===== config.mk =====
export PLATFORM = sky130hd
export DESIGN_NAME = dut_chain_emulator
export DESIGN_NICKNAME = d
export VERILOG_FILES = /design/src/rtl/cms_pix28_package.sv /design/src/rtl/com_edge_detect.sv /design/src/rtl/dut_chain_emulator.sv
export SDC_FILE = /design/constraint.sdc
export NUM_CORES = 1
export LEC_CHECK = 0
export CAP_MARGIN = 40
export CORE_MARGIN = 10
export CORE_UTILIZATION = 45
export CTS_CLUSTER_SIZE = 20
export DETAILED_ROUTE_END_ITERATION = 10
export PLACE_DENSITY_LB_ADDON = 0.15
export SLEW_MARGIN = 20
export SYNTH_ARGS = -nofsm -noshare
export SYNTH_HDL_FRONTEND = slang
export SYNTH_SLANG_ARGS = --single-unit

===== constraint.sdc =====
create_clock -name iob_clk -period 9.8 [get_ports iob_clk]
set_input_delay 1.96 -clock iob_clk [delete_from_list [all_inputs] [get_ports iob_clk]]
set_output_delay 1.96 -clock iob_clk [all_outputs]
set_load 0.005 [all_outputs]

===== src/rtl/cms_pix28_package.sv =====
// Shared constants for the CMS pix28 DUT emulation blocks.
package cms_pix28_package;

  localparam int unsigned CFG_CHAIN_LEN  = 64;
  localparam int unsigned SCAN_CHAIN_LEN = 48;
  localparam int unsigned CHAIN_CNT_W    = 11;

endpackage


===== src/rtl/com_edge_detect.sv =====
// Two-register sampler for an asynchronous pin with registered rise/fall pulses.
module com_edge_detect #(
  parameter logic RESET_VAL = 1'b0
) (
  input  logic clk,
  input  logic reset,
  input  logic din,
  output logic q,
  output logic rise,
  output logic fall
);

  logic smp_q;
  logic smp_qq;
  logic rise_q;
  logic rise_d;
  logic fall_q;
  logic fall_d;

  always_comb begin
    rise_d = smp_q & ~smp_qq;
    fall_d = ~smp_q & smp_qq;
  end

  // Reset to the pin's idle level so releasing reset never looks like an edge.
  always_ff @(posedge clk or posedge reset) begin
    if (reset) begin
      smp_q  <= RESET_VAL;
      smp_qq <= RESET_VAL;
      rise_q <= 1'b0;
      fall_q <= 1'b0;
    end else begin
      smp_q  <= din;
      smp_qq <= smp_q;
      rise_q <= rise_d;
      fall_q <= fall_d;
    end
  end

  assign q    = smp_q;
  assign rise = rise_q;
  assign fall = fall_q;

endmodule


===== src/rtl/dut_chain_emulator.sv =====
// FPGA-side stand-in for the pix28 configuration and scan shift chains.
module dut_chain_emulator
  import cms_pix28_package::*;
#(
  parameter int unsigned CFG_LEN  = CFG_CHAIN_LEN,
  parameter int unsigned SCAN_LEN = SCAN_CHAIN_LEN,
  parameter int unsigned CNT_W    = CHAIN_CNT_W
) (
  input  logic                iob_clk,
  input  logic                reset,
  input  logic                reset_not,
  input  logic                config_clk,
  input  logic                config_in,
  input  logic                config_load,
  input  logic                bxclk,
  input  logic                scan_in,
  input  logic                scan_load,
  input  logic [SCAN_LEN-1:0] scan_capture_data,
  output logic                config_out,
  output logic                scan_out,
  output logic                scan_out_test,
  output logic                dn_event_toggle,
  output logic                up_event_toggle,
  output logic [CFG_LEN-1:0]  cfg_shadow,
  output logic                cfg_len_err,
  output logic [CNT_W-1:0]    scan_shift_cnt
);

  logic rst_not_q;
  logic cfg_clk_rise;
  logic cfg_in_q;
  logic cfg_load_rise;
  logic bx_rise;
  logic scan_in_q;
  logic scan_load_q;
  logic [13:0] edge_unused;

  com_edge_detect #(.RESET_VAL(1'b1)) u_reset_not (
    .clk(iob_clk), .reset(reset), .din(reset_not),
    .q(rst_not_q), .rise(edge_unused[0]), .fall(edge_unused[1]));
  com_edge_detect #(.RESET_VAL(1'b0)) u_config_clk (
    .clk(iob_clk), .reset(reset), .din(config_clk),
    .q(edge_unused[2]), .rise(cfg_clk_rise), .fall(edge_unused[3]));
  com_edge_detect #(.RESET_VAL(1'b0)) u_config_in (
    .clk(iob_clk), .reset(reset), .din(config_in),
    .q(cfg_in_q), .rise(edge_unused[4]), .fall(edge_unused[5]));
  com_edge_detect #(.RESET_VAL(1'b1)) u_config_load (
    .clk(iob_clk), .reset(reset), .din(config_load),
    .q(edge_unused[6]), .rise(cfg_load_rise), .fall(edge_unused[7]));
  com_edge_detect #(.RESET_VAL(1'b0)) u_bxclk (
    .clk(iob_clk), .reset(reset), .din(bxclk),
    .q(edge_unused[8]), .rise(bx_rise), .fall(edge_unused[9]));
  com_edge_detect #(.RESET_VAL(1'b0)) u_scan_in (
    .clk(iob_clk), .reset(reset), .din(scan_in),
    .q(scan_in_q), .rise(edge_unused[10]), .fall(edge_unused[11]));
  com_edge_detect #(.RESET_VAL(1'b0)) u_scan_load (
    .clk(iob_clk), .reset(reset), .din(scan_load),
    .q(scan_load_q), .rise(edge_unused[12]), .fall(edge_unused[13]));

  logic [CFG_LEN-1:0]  cfg_sr_q,     cfg_sr_d;
  logic [CNT_W-1:0]    cfg_cnt_q,    cfg_cnt_d;
  logic [CFG_LEN-1:0]  cfg_shadow_q, cfg_shadow_d;
  logic                cfg_err_q,    cfg_err_d;
  logic                dn_tgl_q,     dn_tgl_d;
  logic [SCAN_LEN-1:0] scan_sr_q,    scan_sr_d;
  logic [CNT_W-1:0]    scan_cnt_q,   scan_cnt_d;
  logic                up_tgl_q,     up_tgl_d;
  logic                sot_q,        sot_d;

  always_comb begin
    cfg_sr_d     = cfg_sr_q;
    cfg_cnt_d    = cfg_cnt_q;
    cfg_shadow_d = cfg_shadow_q;
    cfg_err_d    = cfg_err_q;
    dn_tgl_d     = dn_tgl_q;
    scan_sr_d    = scan_sr_q;
    scan_cnt_d   = scan_cnt_q;
    up_tgl_d     = up_tgl_q;
    sot_d        = sot_q;
    // Chip reset wins over every chain event; toggles and retimed scan_in just hold.
    if (!rst_not_q) begin
      cfg_sr_d     = '0;
      cfg_cnt_d    = '0;
      cfg_shadow_d = '0;
      cfg_err_d    = 1'b0;
      scan_sr_d    = '0;
      scan_cnt_d   = '0;
    end else begin
      if (cfg_load_rise) begin
        cfg_shadow_d = cfg_sr_q;
        dn_tgl_d     = ~dn_tgl_q;
        cfg_cnt_d    = '0;
        if (cfg_cnt_q != CNT_W'(CFG_LEN)) cfg_err_d = 1'b1;
      end
      if (cfg_clk_rise) begin
        cfg_sr_d = {cfg_sr_q[CFG_LEN-2:0], cfg_in_q};
        if (cfg_load_rise)       cfg_cnt_d = CNT_W'(1);
        else if (cfg_cnt_q != '1) cfg_cnt_d = cfg_cnt_q + CNT_W'(1);
      end
      if (bx_rise) begin
        sot_d = scan_in_q;
        if (scan_load_q) begin
          scan_sr_d  = scan_capture_data;
          up_tgl_d   = ~up_tgl_q;
          scan_cnt_d = '0;
        end else begin
          scan_sr_d = {scan_sr_q[SCAN_LEN-2:0], scan_in_q};
          if (scan_cnt_q != '1) scan_cnt_d = scan_cnt_q + CNT_W'(1);
        end
      end
    end
  end

  always_ff @(posedge iob_clk or posedge reset) begin
    if (reset) begin
      cfg_sr_q     <= '0;
      cfg_cnt_q    <= '0;
      cfg_shadow_q <= '0;
      cfg_err_q    <= 1'b0;
      dn_tgl_q     <= 1'b0;
      scan_sr_q    <= '0;
      scan_cnt_q   <= '0;
      up_tgl_q     <= 1'b0;
      sot_q        <= 1'b0;
    end else begin
      cfg_sr_q     <= cfg_sr_d;
      cfg_cnt_q    <= cfg_cnt_d;
      cfg_shadow_q <= cfg_shadow_d;
      cfg_err_q    <= cfg_err_d;
      dn_tgl_q     <= dn_tgl_d;
      scan_sr_q    <= scan_sr_d;
      scan_cnt_q   <= scan_cnt_d;
      up_tgl_q     <= up_tgl_d;
      sot_q        <= sot_d;
    end
  end

  assign config_out      = cfg_sr_q[CFG_LEN-1];
  assign scan_out        = scan_sr_q[SCAN_LEN-1];
  assign scan_out_test   = sot_q;
  assign dn_event_toggle = dn_tgl_q;
  assign up_event_toggle = up_tgl_q;
  assign cfg_shadow      = cfg_shadow_q;
  assign cfg_len_err     = cfg_err_q;
  assign scan_shift_cnt  = scan_cnt_q;

endmodule

Word level (Yosys, flattened, before mapping) --
Cells that the tools add are included.
Word-level totals: bits in latches 0, memories kept 0, logic and storage cells 64, input port bits 57, memory bits (read-only) 0, register bits after elaboration 215, bits in writable memories 0, output and inout port bits 81
Cells by class: shifts and indexed selects 0, div/mod/pow operators 0, equality and inequality tests 8, order comparisons 0, multiplexer cells 19, add/subtract/negate cells 2, reductions and logical operators 5, bitwise operators 8, multiply operators 0
Operators by type and width (count):
- 64-bit two-way mux | 4
- 48-bit two-way mux | 3
- 11-bit two-way mux | 9
- 11-bit by 1-bit adder with 11-bit output (second input constant) | 2
- 11-bit inequality test (second input constant) | 2
- 11-bit by 7-bit inequality test with 1-bit output (second input constant) | 1
- 2-bit AND reduction | 4
- 2-bit by 1-bit inequality test with 1-bit output (second input constant) | 3
- 1-bit inverter | 5
- 1-bit bitwise AND | 3
- 1-bit two-way mux | 3
- 3-bit by 2-bit inequality test with 1-bit output (second input constant) | 1
- 3-bit AND reduction | 1
- 2-bit inequality test (second input constant) | 1

Longest topological paths before layout --
word-level depth 5, mapped depth 8, gate-level depth less buffers 5

Modules after synthesis --
Synthesis repeated with hierarchy kept, for this count alone.
Unflattened totals: cell total of the unflattened synthesis 829, area total of the unflattened synthesis 10174.8 µm²
Modules (own cells, without submodules):
- dut_chain_emulator | times used 1, area each 9337.7 µm², cells each 780, sequential area each 5054.8 µm²
- com_edge_detect at u_bxclk ... | times used 5, area each 118.9 µm², cells each 7, sequential area each 100.1 µm²
- com_edge_detect at u_config_load ... | times used 2, area each 121.4 µm², cells each 7, sequential area each 102.6 µm²

Least setup slack after synthesis --
No wires, ideal clock.
path kind register to output, start point register scan_cnt_q[5], in the netlist scan_shift_cnt[5], end point output port scan_shift_cnt[5], path slack 7.421 ns, arrival time 0.419 ns, buffers on the path 0, data required time 7.840 ns, stages on the path, launching flop included 1, cells stage by stage dfrtp_1
RTL lines:
- start: declaration | line dut_chain_emulator.sv:66 | logic [CNT_W-1:0] scan_cnt_q, scan_cnt_d;
- start signal: assignment | line dut_chain_emulator.sv:132 | scan_cnt_q <= scan_cnt_d;
- end: declaration | line dut_chain_emulator.sv:26 | output logic [CNT_W-1:0] scan_shift_cnt
No word-level cell between the ends.

Worst setup path in the final report --
start point register scan_cnt_q[5], in the netlist scan_shift_cnt[5], end point output port scan_shift_cnt[5]
No word-level cell between the ends.

==> qor.txt <==
=======================================================================================
Worst min path class                                                       register to register
Fillers                                                                            1759
Worst max-slew margin expressed relative to the limit                             0.450
Type of destination of the critical path                                     output pin
Total Routing Usage GR                                                            0.141
Critical Path, Cell by Cell                                                clkdlybuf4s50_1
Top cell type's share of synthesized area                                         0.551
Cell count after synthesis                                                          794
CP Buf/Inv Count                                                                      1
Global placement routability congestion                                           0.751
Result of the run                                                          complete, no violations
Final Slew Violations                                                                 0
Post-synthesis cell type with the largest combined area                         dfrtp_1
Sum of overflow across all layers after global routing                                0
Count of hold-fix buffers inserted at cts                                             0
Part of the total power dissipated in the clock network                           0.434
Final core occ                                                                    0.571
Critical path fanouts, max                                                            9
Number of distinct library cells after synthesis                                     43
Global routing met1 resource utilization                                          0.192
Total clock sinks                                                                   215
Core Region                                                                   21000 um2
Share of the clock period used by the worst path after layout                     0.358
Sequential group share of total power                                             0.488
Worst Hold Slack                                                                 368 ps
Worst setup path category                                                  register to output pin
Post-Synthesis Cell Area                                                       9620 um2
Gate power share                                                                  0.078
Post-synthesis async set-or-reset flop share                                       1.00
Number of antenna-violating nets in the routed design                                 0
Number of clock buffers inserted by TritonCTS                                        24
Largest net degree at the start of global routing                                   100
Clock latency on the worst-skew pair                                             510 ps
Number of gates given a new drive strength after cts                                  0
Static Leakage                                                                  5.65 nW
First-pass GRT wire length                                                     34000 um
Average cell area after synthesis                                              12.1 um2
Peak supply drop                                                             0.000136 V
Most congested layer reported by global routing                                    met2
Die outline area                                                              27600 um2
Number of hold violations in the final report                                         0
Routed wire length per instance                                                 17.0 um
TritonCTS clock tree                                                               done
Maximum clock path buffer count                                                       3
Tmin final                                                                      3510 ps
Depth of the CTS H-tree                                                               1
Ports placed on the boundary                                                        138
Slew of the pin with the lowest slew margin                                      824 ps
Maximum operating frequency                                                   0.285 GHz
Std cell rows                                                                        53
Most frequently used flop master after synthesis                                dfrtp_1
CTS clk-pin slew, worst paths                                                     60 ps
Net switching fraction of the power                                               0.224
Arr. time, crit path                                                            1550 ps
# placed instances                                                                 1156
Via-per-instance ratio                                                             5.26
Half-perimeter wire length after placement                                     13100 um
Number of antenna violations at the first check in global routing                     0
GR met2 Demand/Resource                                                           0.221
Setup repair bufs after CTS                                                           0
Chip height                                                                      166 um
Count of buffers from port buffering                                                137
Fraction of layout instances using a drive strength above 1                      0.0583
Number of violations reported at the end of detailed-routing iteration 0            368
Final #Nets                                                                         969
Top Family by Delay on Critical Path                                       buffers and inverters
Total of endpoints with negative setup slack in the final report                      0
Req. time, crit path                                                            7840 ps
Final cell count without fillers                                                   1201
Internal power                                                                  1.48 mW
Highest-count cells in the layout ignoring fill and taps                   dfrtp_1 (208), mux2i_1 (176), clkdlybuf4s50_1 (137)
Final sum of negative setup slack                                                  0 ps
Yosys reg bits                                                                      215
Post-Route Skew                                                                 15.6 ps
Count of synthesis-stage warnings from yosys                                          0
Total vias in the final route                                                      6315
Number of remaining DRC errors                                                        0
Via count of the first global-routing pass                                         6509
Cell with the biggest individual delay on the critical path                clkdlybuf4s50_1
Ant diodes                                                                            0
Net Sw Power                                                                   0.429 mW
Buffer type at the clock tree root                                            clkbuf_16
Unrepaired setup endpoints after global routing                                   false
Synthesis-to-layout area growth                                                   24.8%
Starting utilization of the core area                                             0.458
Max-cap violations                                                                    0
Global-route track usage on met3                                                 0.0398
Sequential fraction of the synthesis area                                         0.559
Count of TritonRoute iterations in the first routing pass                             7
Power Density                                                                159 nW/um2
Startpoint class of the critical path                                          register
Most common library cell in the layout ignoring fill and taps                   dfrtp_1
Number of enable-type register cells in the synthesized netlist                       0
Post-synth net total                                                                854
Overall routed net length                                                      20400 um
Main area contributors after synthesis                                     dfrtp_1 (55%), mux2i_1 (18%), nor2b_1 (8.8%)
Slowest stage delay, CP                                                          560 ps
Die W                                                                            166 um
=======================================================================================
[cells by family (layout without fill, tap and decap cells)]
group           after synthesis  after routing  synth area share
compound gates               93             93            0.0827
xor+xnor                      5              5           0.00455
fa+ha+maj                     3              3           0.00390
buf+inv                      64            196            0.0280
flops                       215            215             0.559
mux                         177            177             0.184
simple gates                237            237             0.137
[through the flow]
stage | power, mW | setup slack [ps] | cell area [um2]
floorplan | 1.04 | 1970 | 9620
global placement | 1.09 | 5440 | 11200
detailed placement | 1.10 | 5780 | 11200
CTS | 1.94 | 6260 | 12000
global route | 1.99 | 6120 | 12000
finish | 1.91 | 6290 | 12000
[path summary, 6_finish.rpt]
check	start	endpoint	slack [ps]	cells after the start
hold / removal	u_config_load.q$_DFF_PP1_	u_config_load.smp_qq$_DFF_PP1_	370	0
setup reg to reg	u_reset_not.q$_DFF_PP1_	scan_shift_cnt[3]$_DFFE_PP0P_	7280	3
max in group asynchronous	reset	u_scan_load.q$_DFF_PP0_	6390	5
hold reg to reg	u_config_load.q$_DFF_PP1_	u_config_load.smp_qq$_DFF_PP1_	370	0
setup / recovery	scan_shift_cnt[5]$_DFFE_PP0P_	scan_shift_cnt[5]	6290	1
min in group asynchronous	reset	u_bxclk.rise$_DFF_PP0_	1850	2
[layer usage]
layer	vias up	routed length, um
met5	-	0
met4	0	291
met3	30	1290
met2	138	9520
met1	3149	9280
li1	2998	-
[power by group through the flow]
stage	sequential (mW)	combinational, mW	clock (mW)
after floorplan	0.937	0.0993	0
after global placement	0.947	0.145	0
after detailed placement	0.948	0.150	0
after CTS	0.933	0.151	0.856
after global routing	0.936	0.165	0.893
final	0.932	0.150	0.830
[synthesized netlist by cell type, types with 2 or more instances]
| master | n |
|---|---|
| a21oi_1 | 7 |
| a31oi_1 | 6 |
| a41o_1 | 2 |
| and3_1 | 4 |
| and4_1 | 3 |
| and4_4 | 2 |
| buf_1 | 11 |
| buf_2 | 11 |
| buf_6 | 2 |
| clkbuf_1 | 35 |
| dfrtp_1 | 212 |
| dfstp_2 | 3 |
| ha_1 | 3 |
| inv_1 | 5 |
| mux2i_1 | 176 |
| nand2_1 | 60 |
| nand2b_1 | 4 |
| nand3_1 | 8 |
| nor2_1 | 10 |
| nor2b_1 | 136 |
| nor3_1 | 3 |
| o2111ai_1 | 2 |
| o211a_1 | 49 |
| o21ai_0 | 8 |
| o21ai_1 | 2 |
| o31ai_1 | 10 |
| xnor2_1 | 3 |
| xor2_1 | 2 |
[registers in the layout, indices dropped and copies added (netlist names), 11 cells and up]
| register | count |
|---|---|
| cfg_sr_q | 64 |
| scan_sr_q | 48 |
| cfg_shadow | 64 |
| cfg_cnt_q | 11 |
| scan_shift_cnt | 11 |
[cell type report]
type / instances / area [um2] / area share
Sequential cell: 215 / 5400 / 0.449
Multi-Input combinational cell: 515 / 3970 / 0.331
Timing Repair Buffer: 148 / 1550 / 0.129
Clock buffer: 40 / 712 / 0.0593
Tap cell: 275 / 344 / 0.0286
Inverter: 5 / 26.3 / 0.00219
Clock inverter: 3 / 15.0 / 0.00125
Note: power is estimated with default switching activity, not from simulation.
